--- src/rtl/memory_stage_unit.sv ---
// memory_stage_unit: memory stage of the 16-bit pipeline; performs loads and stores over a req/ack
// handshake, stalls upstream while an access is outstanding and drives the writeback register.
module memory_stage_unit #(
    parameter int DATA_W         = 16,
    parameter int ADDR_W         = 16,
    parameter int TIMEOUT_CYCLES = 8
) (
    input  logic              clk,
    input  logic              rst,
    input  logic              wbs_in,
    input  logic              wme_in,
    input  logic              mm_in,
    input  logic              wm_in,
    input  logic              ni_in,
    input  logic [DATA_W-1:0] ALUresult_in,
    input  logic [DATA_W-1:0] memData_in,
    output logic              stall,
    output logic              mem_req,
    output logic              mem_we,
    output logic [ADDR_W-1:0] mem_addr,
    output logic [DATA_W-1:0] mem_wdata,
    input  logic [DATA_W-1:0] mem_rdata,
    input  logic              mem_ack,
    output logic              valid_wb,
    output logic              wbs_wb,
    output logic              mm_wb,
    output logic              wm_wb,
    output logic [DATA_W-1:0] alu_result_wb,
    output logic [DATA_W-1:0] mem_data_wb,
    output logic              mem_err
);
    typedef enum logic {IDLE, ACCESS} state_t;
    localparam logic [7:0] CNT_LAST = 8'(TIMEOUT_CYCLES - 1);

    state_t            state_q, state_d;
    logic [7:0]        cnt_q, cnt_d;
    logic              wbs_op_q, wbs_op_d, mm_op_q, mm_op_d, wm_op_q, wm_op_d;
    logic [DATA_W-1:0] alu_op_q, alu_op_d;
    logic              mem_req_q, mem_req_d, mem_we_q, mem_we_d;
    logic [ADDR_W-1:0] mem_addr_q, mem_addr_d;
    logic [DATA_W-1:0] mem_wdata_q, mem_wdata_d;
    logic              valid_wb_q, valid_wb_d, wbs_wb_q, wbs_wb_d;
    logic              mm_wb_q, mm_wb_d, wm_wb_q, wm_wb_d;
    logic [DATA_W-1:0] alu_result_wb_q, alu_result_wb_d, mem_data_wb_q, mem_data_wb_d;
    logic              mem_err_q, mem_err_d;
    logic              mem_op, done, timeout;

    assign mem_op  = ~ni_in & (wme_in | mm_in);
    assign done    = (state_q == ACCESS) & (mem_ack | (cnt_q == CNT_LAST));
    assign timeout = (state_q == ACCESS) & ~mem_ack & (cnt_q == CNT_LAST);

    always_ff @(posedge clk) begin
        if (rst) begin
            state_q         <= IDLE;
            cnt_q           <= '0;
            wbs_op_q        <= 1'b0;
            mm_op_q         <= 1'b0;
            wm_op_q         <= 1'b0;
            alu_op_q        <= '0;
            mem_req_q       <= 1'b0;
            mem_we_q        <= 1'b0;
            mem_addr_q      <= '0;
            mem_wdata_q     <= '0;
            valid_wb_q      <= 1'b0;
            wbs_wb_q        <= 1'b0;
            mm_wb_q         <= 1'b0;
            wm_wb_q         <= 1'b0;
            alu_result_wb_q <= '0;
            mem_data_wb_q   <= '0;
            mem_err_q       <= 1'b0;
        end else begin
            state_q         <= state_d;
            cnt_q           <= cnt_d;
            wbs_op_q        <= wbs_op_d;
            mm_op_q         <= mm_op_d;
            wm_op_q         <= wm_op_d;
            alu_op_q        <= alu_op_d;
            mem_req_q       <= mem_req_d;
            mem_we_q        <= mem_we_d;
            mem_addr_q      <= mem_addr_d;
            mem_wdata_q     <= mem_wdata_d;
            valid_wb_q      <= valid_wb_d;
            wbs_wb_q        <= wbs_wb_d;
            mm_wb_q         <= mm_wb_d;
            wm_wb_q         <= wm_wb_d;
            alu_result_wb_q <= alu_result_wb_d;
            mem_data_wb_q   <= mem_data_wb_d;
            mem_err_q       <= mem_err_d;
        end
    end

    always_comb begin
        state_d = (state_q == IDLE) ? (mem_op ? ACCESS : IDLE) : (done ? IDLE : ACCESS);
        cnt_d   = (state_q == ACCESS && !done) ? cnt_q + 8'd1 : 8'd0;
    end

    // The op is re-latched every IDLE cycle and therefore frozen for the whole ACCESS.
    always_comb begin
        wbs_op_d    = wbs_op_q;
        mm_op_d     = mm_op_q;
        wm_op_d     = wm_op_q;
        alu_op_d    = alu_op_q;
        mem_we_d    = mem_we_q;
        mem_addr_d  = mem_addr_q;
        mem_wdata_d = mem_wdata_q;
        mem_err_d   = mem_err_q | timeout;
        if (state_q == IDLE) begin
            wbs_op_d        = wbs_in;
            mm_op_d         = mm_in & ~wme_in;
            wm_op_d         = wm_in;
            alu_op_d        = ALUresult_in;
            mem_req_d       = mem_op;
            mem_we_d        = wme_in;
            mem_addr_d      = ALUresult_in[ADDR_W-1:0];
            mem_wdata_d     = memData_in;
            valid_wb_d      = ~ni_in & ~mem_op;
            wbs_wb_d        = ~ni_in & ~mem_op & wbs_in;
            mm_wb_d         = mm_in & ~wme_in;
            wm_wb_d         = wm_in;
            alu_result_wb_d = ALUresult_in;
            mem_data_wb_d   = '0;
        end else begin
            mem_req_d       = ~done;
            valid_wb_d      = done;
            wbs_wb_d        = mem_ack & wbs_op_q;
            mm_wb_d         = mm_op_q;
            wm_wb_d         = wm_op_q;
            alu_result_wb_d = alu_op_q;
            mem_data_wb_d   = (mem_ack && mm_op_q) ? mem_rdata : '0;
        end
    end

    assign stall         = (state_q == ACCESS);
    assign mem_req       = mem_req_q;
    assign mem_we        = mem_we_q;
    assign mem_addr      = mem_addr_q;
    assign mem_wdata     = mem_wdata_q;
    assign valid_wb      = valid_wb_q;
    assign wbs_wb        = wbs_wb_q;
    assign mm_wb         = mm_wb_q;
    assign wm_wb         = wm_wb_q;
    assign alu_result_wb = alu_result_wb_q;
    assign mem_data_wb   = mem_data_wb_q;
    assign mem_err       = mem_err_q;
endmodule
--- config.mk ---
export PLATFORM = sky130hd
export DESIGN_NAME = memory_stage_unit
export DESIGN_NICKNAME = d
export VERILOG_FILES = /design/src/rtl/memory_stage_unit.sv
export SDC_FILE = /design/constraint.sdc
export NUM_CORES = 1
export LEC_CHECK = 0
export CORE_ASPECT_RATIO = 0.75
export CORE_MARGIN = 4
export CORE_UTILIZATION = 45
export DETAILED_ROUTE_END_ITERATION = 12
export DONT_BUFFER_PORTS = 1
export MAX_ROUTING_LAYER = met4
export SETUP_SLACK_MARGIN = 0.15
export SKIP_LAST_GASP = 1
export SLEW_MARGIN = 20
export SYNTH_ARGS = -nofsm -noshare
export SYNTH_HDL_FRONTEND = slang
export SYNTH_SLANG_ARGS = --single-unit
--- constraint.sdc ---
create_clock -name clk -period 1.7 [get_ports clk]
set_input_delay 0.255 -clock clk [delete_from_list [all_inputs] [get_ports clk]]
set_output_delay 0.255 -clock clk [all_outputs]
set_load 0.05 [all_outputs]
# Word level (Yosys, flattened, before mapping)
# Index checks and enable logic that the tools add are counted.
dict set report word_totals {
  reg_bits 65
  latch_bits 0
  mem_bits_rw 0
  mem_bits_ro 0
  inputBits 56
  out_inout_bits 72
  wordCells 45
  n_memories 0
}
dict set report op_classes {
  n_addsub 1
  n_mul 0
  div 0
  order_cmp 0
  n_eq_ne 1
  n_shift 0
  mux 6
  bitwise 19
  n_reduce_logical 5
}
# cell n
set ops {}
lappend ops {{$add 8x1->8 const B} 1}
lappend ops {{$and 1x1->1} 8}
lappend ops {{$eq 8x3->1 const B} 1}
lappend ops {{$not 1->1} 8}
lappend ops {{$mux 1} 6}
lappend ops {{$or 1x1->1} 3}
lappend ops {{$reduce_or 3->1} 1}
lappend ops {{$logic_and 1x1->1} 2}
lappend ops {{$reduce_or 2->1} 1}
lappend ops {{$logic_not 1->1} 1}

# Logic depth before layout (Yosys ltp)
dict set report logic_depth {
  depth_word 7
  ltp_mapped 5
  mapped_depth_nobuf 4
}

# Worst setup path before layout
# OpenSTA, ideal clock, no wires.
dict set report synth_path {
  path_type {register to register}
  startpoint {register state_q, in the netlist stall}
  endpoint {register mem_data_wb_q[10], in the netlist mem_data_wb[10]}
  setup_time_ns 0.059
  t_arrival_ns 1.473
  required_ns 1.641
  path_slack_ns 0.168
  stages_incl_launch_ff 6
  period_less_slack_ns 1.532
  path_cell_list {dfxtp_1 buf_4 nand2_1 nor3b_2 buf_4 and2_1}
}
dict set report synth_between {
  elab_chain_cells 2
}
# item line
set synth_rtl {}
lappend synth_rtl {{start: declaration} 35} ;# state_t state_q, state_d;
lappend synth_rtl {{start signal: assignment} 72} ;# state_q <= state_d;
lappend synth_rtl {{$not 1->1 (no source line)} n/a}
lappend synth_rtl {{$reduce_or 3->1 (no source line)} n/a}
lappend synth_rtl {{end signal: assignment} 87} ;# mem_data_wb_q <= mem_data_wb_d;
lappend synth_rtl {{end: declaration} 44} ;# logic [DATA_W-1:0] alu_result_wb_q, alu_result_wb_d, mem_data_wb_q, mem_data_wb_d;
# Every way passes these cells.
# A chain may end at the register's enable or synchronous reset.

# Final worst setup path
dict set report layout_path {
  startpoint {register cnt_q[0]}
  endpoint {register cnt_q[3]}
}
dict set report layout_between {
  elab_chain_cells 7
}
# item line
set layout_rtl {}
lappend layout_rtl {{start: declaration} 36} ;# logic [7:0] cnt_q, cnt_d;
lappend layout_rtl {{start signal: assignment} 73} ;# cnt_q <= cnt_d;
lappend layout_rtl {{$eq 8x3->1} 49} ;# assign done = (state_q == ACCESS) & (mem_ack | (cnt_q == CNT_LAST));
lappend layout_rtl {{$or 1x1->1} 49}
lappend layout_rtl {{$and 1x1->1} 49}
lappend layout_rtl {{$logic_not 1->1} 94} ;# cnt_d = (state_q == ACCESS && !done) ? cnt_q + 8'd1 : 8'd0;
lappend layout_rtl {{$logic_and 1x1->1} 94}
lappend layout_rtl {{$not 1->1 (no source line)} n/a}
lappend layout_rtl {{$reduce_or 2->1 (no source line)} n/a}
# Parallel ways exist; a longest one is shown, timed or not.

==> impl_metrics.json <==
{
  "wl_um": 4530,
  "diodes": 0,
  "path_cells": "ha_1 > and3b_2 > a211o_4 > nor2_1",
  "slowest_delay_ns": 0.38,
  "clock_path_buffers": 2,
  "setup_viol": 0,
  "critPathKind": "reg2reg",
  "whs_ns": 0.0418,
  "cp-start-kind": "flop",
  "utilization": 0.527,
  "ioPinCount": 128,
  "wl_per_cell_um": 14.8,
  "syn_to_final_growth_pct": 11.7,
  "cp-end-kind": "flop",
  "die_w_um": 91.4,
  "worstPathArrival_ns": 1.64,
  "synthesis.nets": 282,
  "core.rowCount": 22,
  "start_util": 0.472,
  "yosys-top-cells-area": "dfxtp_1 55%, mux2i_1 15%, nor2_1 7.0%",
  "synth_compound_area_frac": 0.0383,
  "viasPerCell": 4.93,
  "dpl.hpwl_um": 3300,
  "synth-seq-cells": 64,
  "die_h_um": 70.6,
  "ys_seq_area_frac": 0.545,
  "fmax_mhz": 727,
  "numCtsBuffers": 9,
  "fin_skew_ns": 0.00411,
  "async_flop_share": 0,
  "die-area_um2": 6450,
  "rsz0062_at_grt": "false",
  "synthCells": 225,
  "grt_max_degree": 40,
  "finalWeightedCongestion": 0.729,
  "setup-tns-final_ns": 0,
  "cp_data_required_time_ns": 1.96,
  "outcome": "completed",
  "firstDrtPassIters": 4,
  "synth_mux_area_frac": 0.149,
  "dp.cells": 290,
  "hp-class": "in2reg",
  "tightest_slew_ns": 0.564,
  "clk_pin_slew_worst_paths_ns": 0.07,
  "synth_simple_gate_area_frac": 0.172,
  "h-tree-depth": 3,
  "ys.flop_type": "dfxtp_1",
  "period_share": 0.809,
  "synth-adder-area-share": 0.00532,
  "fin_crit_ns": 1.38,
  "synth_common_cells": "64 x dfxtp_1, 44 x nor2_1, 35 x mux2i_1, 19 x buf_4, 16 x and2_1",
  "critPathMaxFanout": 8,
  "cts_num_sinks": 64,
  "final_cells": 307,
  "grt_pass1_vias": 1569,
  "synth_edf_count": 0,
  "cpMaxStageDelayCell": "a211o_4",
  "syn_area_um2": 2350,
  "yosysMostFrequentCell": "dfxtp_1",
  "drive_gt1_frac": 0.200,
  "grt_pass1_wl_um": 7280,
  "synth_top_area_cell": "dfxtp_1",
  "slew_headroom": 0.623,
  "antenna_found_initial": 0,
  "vdd.ir_drop.worst_mv": 0.574,
  "cts_tree": "yes",
  "post-cts-setup-buffers": 0,
  "p_leak_nw": 1.04,
  "yosys_warnings": 0,
  "drc_errors": 0,
  "synth_cell_types": 29,
  "synth_top_area_frac": 0.545,
  "portBuffers": 0,
  "synth_top_family_by_area": "simple AND/OR/NAND/NOR gates",
  "fill_cells": 443,
  "drt_iter0_drc": 45,
  "cts.repair.resized": 0,
  "finalMaxSlewViolations": 0,
  "cap_violations": 0,
  "synth-xor-area-share": 0.0112,
  "fin_nets": 287,
  "vias": 1515,
  "syn_avg_cell_area_um2": 10.4,
  "clk_latency_ns": 0.33,
  "grt_overflow": 0,
  "power_density_nw_per_um2": 1230,
  "ant_nets": 0,
  "cts_root_buffer": "clkbuf_8",
  "grt_util_all_layers": 0.152,
  "hold_viol_final": 0,
  "design.core.area_um2": 4980
}
-- where the power goes --
group / total (mW) / switching [mW] / internal [mW] / leakage, nW
Clock: 1.08 / 0.557 / 0.526 / 0.0889
Combinational: 0.418 / 0.300 / 0.118 / 0.426
Sequential: 1.72 / 0.156 / 1.56 / 0.526
-- critical path: cells and delay by family, from the launching register on --
kind / cells / cell delay, ns
AO/OA/AOI/OAI: 1 / 0.38
adder cells (fa/ha/maj): 1 / 0.25
flip-flops: 1 / 0.32
AND/OR/NAND/NOR: 2 / 0.36
-- path summary, 6_finish.rpt --
kind / startpoint / endpoint / slack, ns / cells after the start
setup reg to reg: cnt_q[0] / cnt_q[3] / 0.32 / 4
setup / recovery: cnt_q[0] / cnt_q[3] / 0.32 / 4
hold reg to reg: cnt_q[0] / cnt_q[0] / 0.45 / 1
hold / removal: mem_rdata[12] / mem_data_wb[12] / 0.04 / 1
-- area by class of cell --
type,count,area [um2],area share
Inverter,1,3.75,0.00143
Sequential cell,64,1280,0.490
Clock inverter,7,48.8,0.0186
Clock buffer,9,124,0.0472
Timing Repair Buffer,22,190,0.0724
Tap cell,72,90.1,0.0343
Multi-Input combinational cell,132,883,0.337
-- per-stage QoR --
stage	setup WS [ns]	instance area [um2]	power, mW
5_1_grt	0.255	2630	3.40
3_3_place_gp	0.391	2430	2.15
2_1_floorplan	0.168	2350	2.13
6_report	0.325	2630	3.22
4_1_cts	0.301	2630	3.28
3_5_place_dp	0.315	2430	2.16
-- layer usage --
metal | GRT usage | share of wire | vias up
met3 | 0.0893 | 0.12 | 10
li1 | - | - | 732
met5 | - | 0 | -
met1 | 0.151 | 0.39 | 679
met4 | 0.0702 | 0.019 | 0
met2 | 0.240 | 0.47 | 94
-- flip-flops by register name, indices dropped and copies added (netlist names) --
register	cells
mm_wb	1
mem_data_wb	16
wbs_wb	1
wm_wb	1
mem_wdata	16
alu_result_wb	16
cnt_q	8
valid_wb	1
wbs_op_q	1
mem_we	1
stall	1
mem_err	1
-- cell usage in the layout, fill, tap and decap left out, drive strengths merged --
cell type,Yosys,final
a211o,1,1
nor2,44,44
nand2,4,4
nor3b,1,1
nor4,1,1
nor3,3,3
buf,27,22
inv,1,1
mux2i,35,35
nand3b,1,1
nand4,1,1
xnor2,1,1
o21ai,3,3
nor2b,1,1
a21oi,6,6
ha,1,1
and2,16,16
clkbuf,1,9
nand2b,1,1
and3b,1,1
dfxtp,64,64
clkinvlp,0,1
o21ba,1,1
a31oi,1,1
nand3,4,4
xor2,2,2
or3,3,3
clkinv,0,6
-- kinds of logic (layout without fill, tap and decap cells) --
logic type	count (synthesis)	in the layout
AOI/OAI and AO/OA	12	12
buffers and inverters	29	39
and+or+nand+nor	81	81
xor gates and xnor gates	3	3
adders and majority gates	1	1
DFF	64	64
muxes	35	35
-- what timing repair did --
item | in CTS | in global routing
endpoints found under the setup margin | 0 | 0
hold endpoints to repair | 39 | 0
hold buffers | 1 | 0
(Power assumes the default switching activity.)
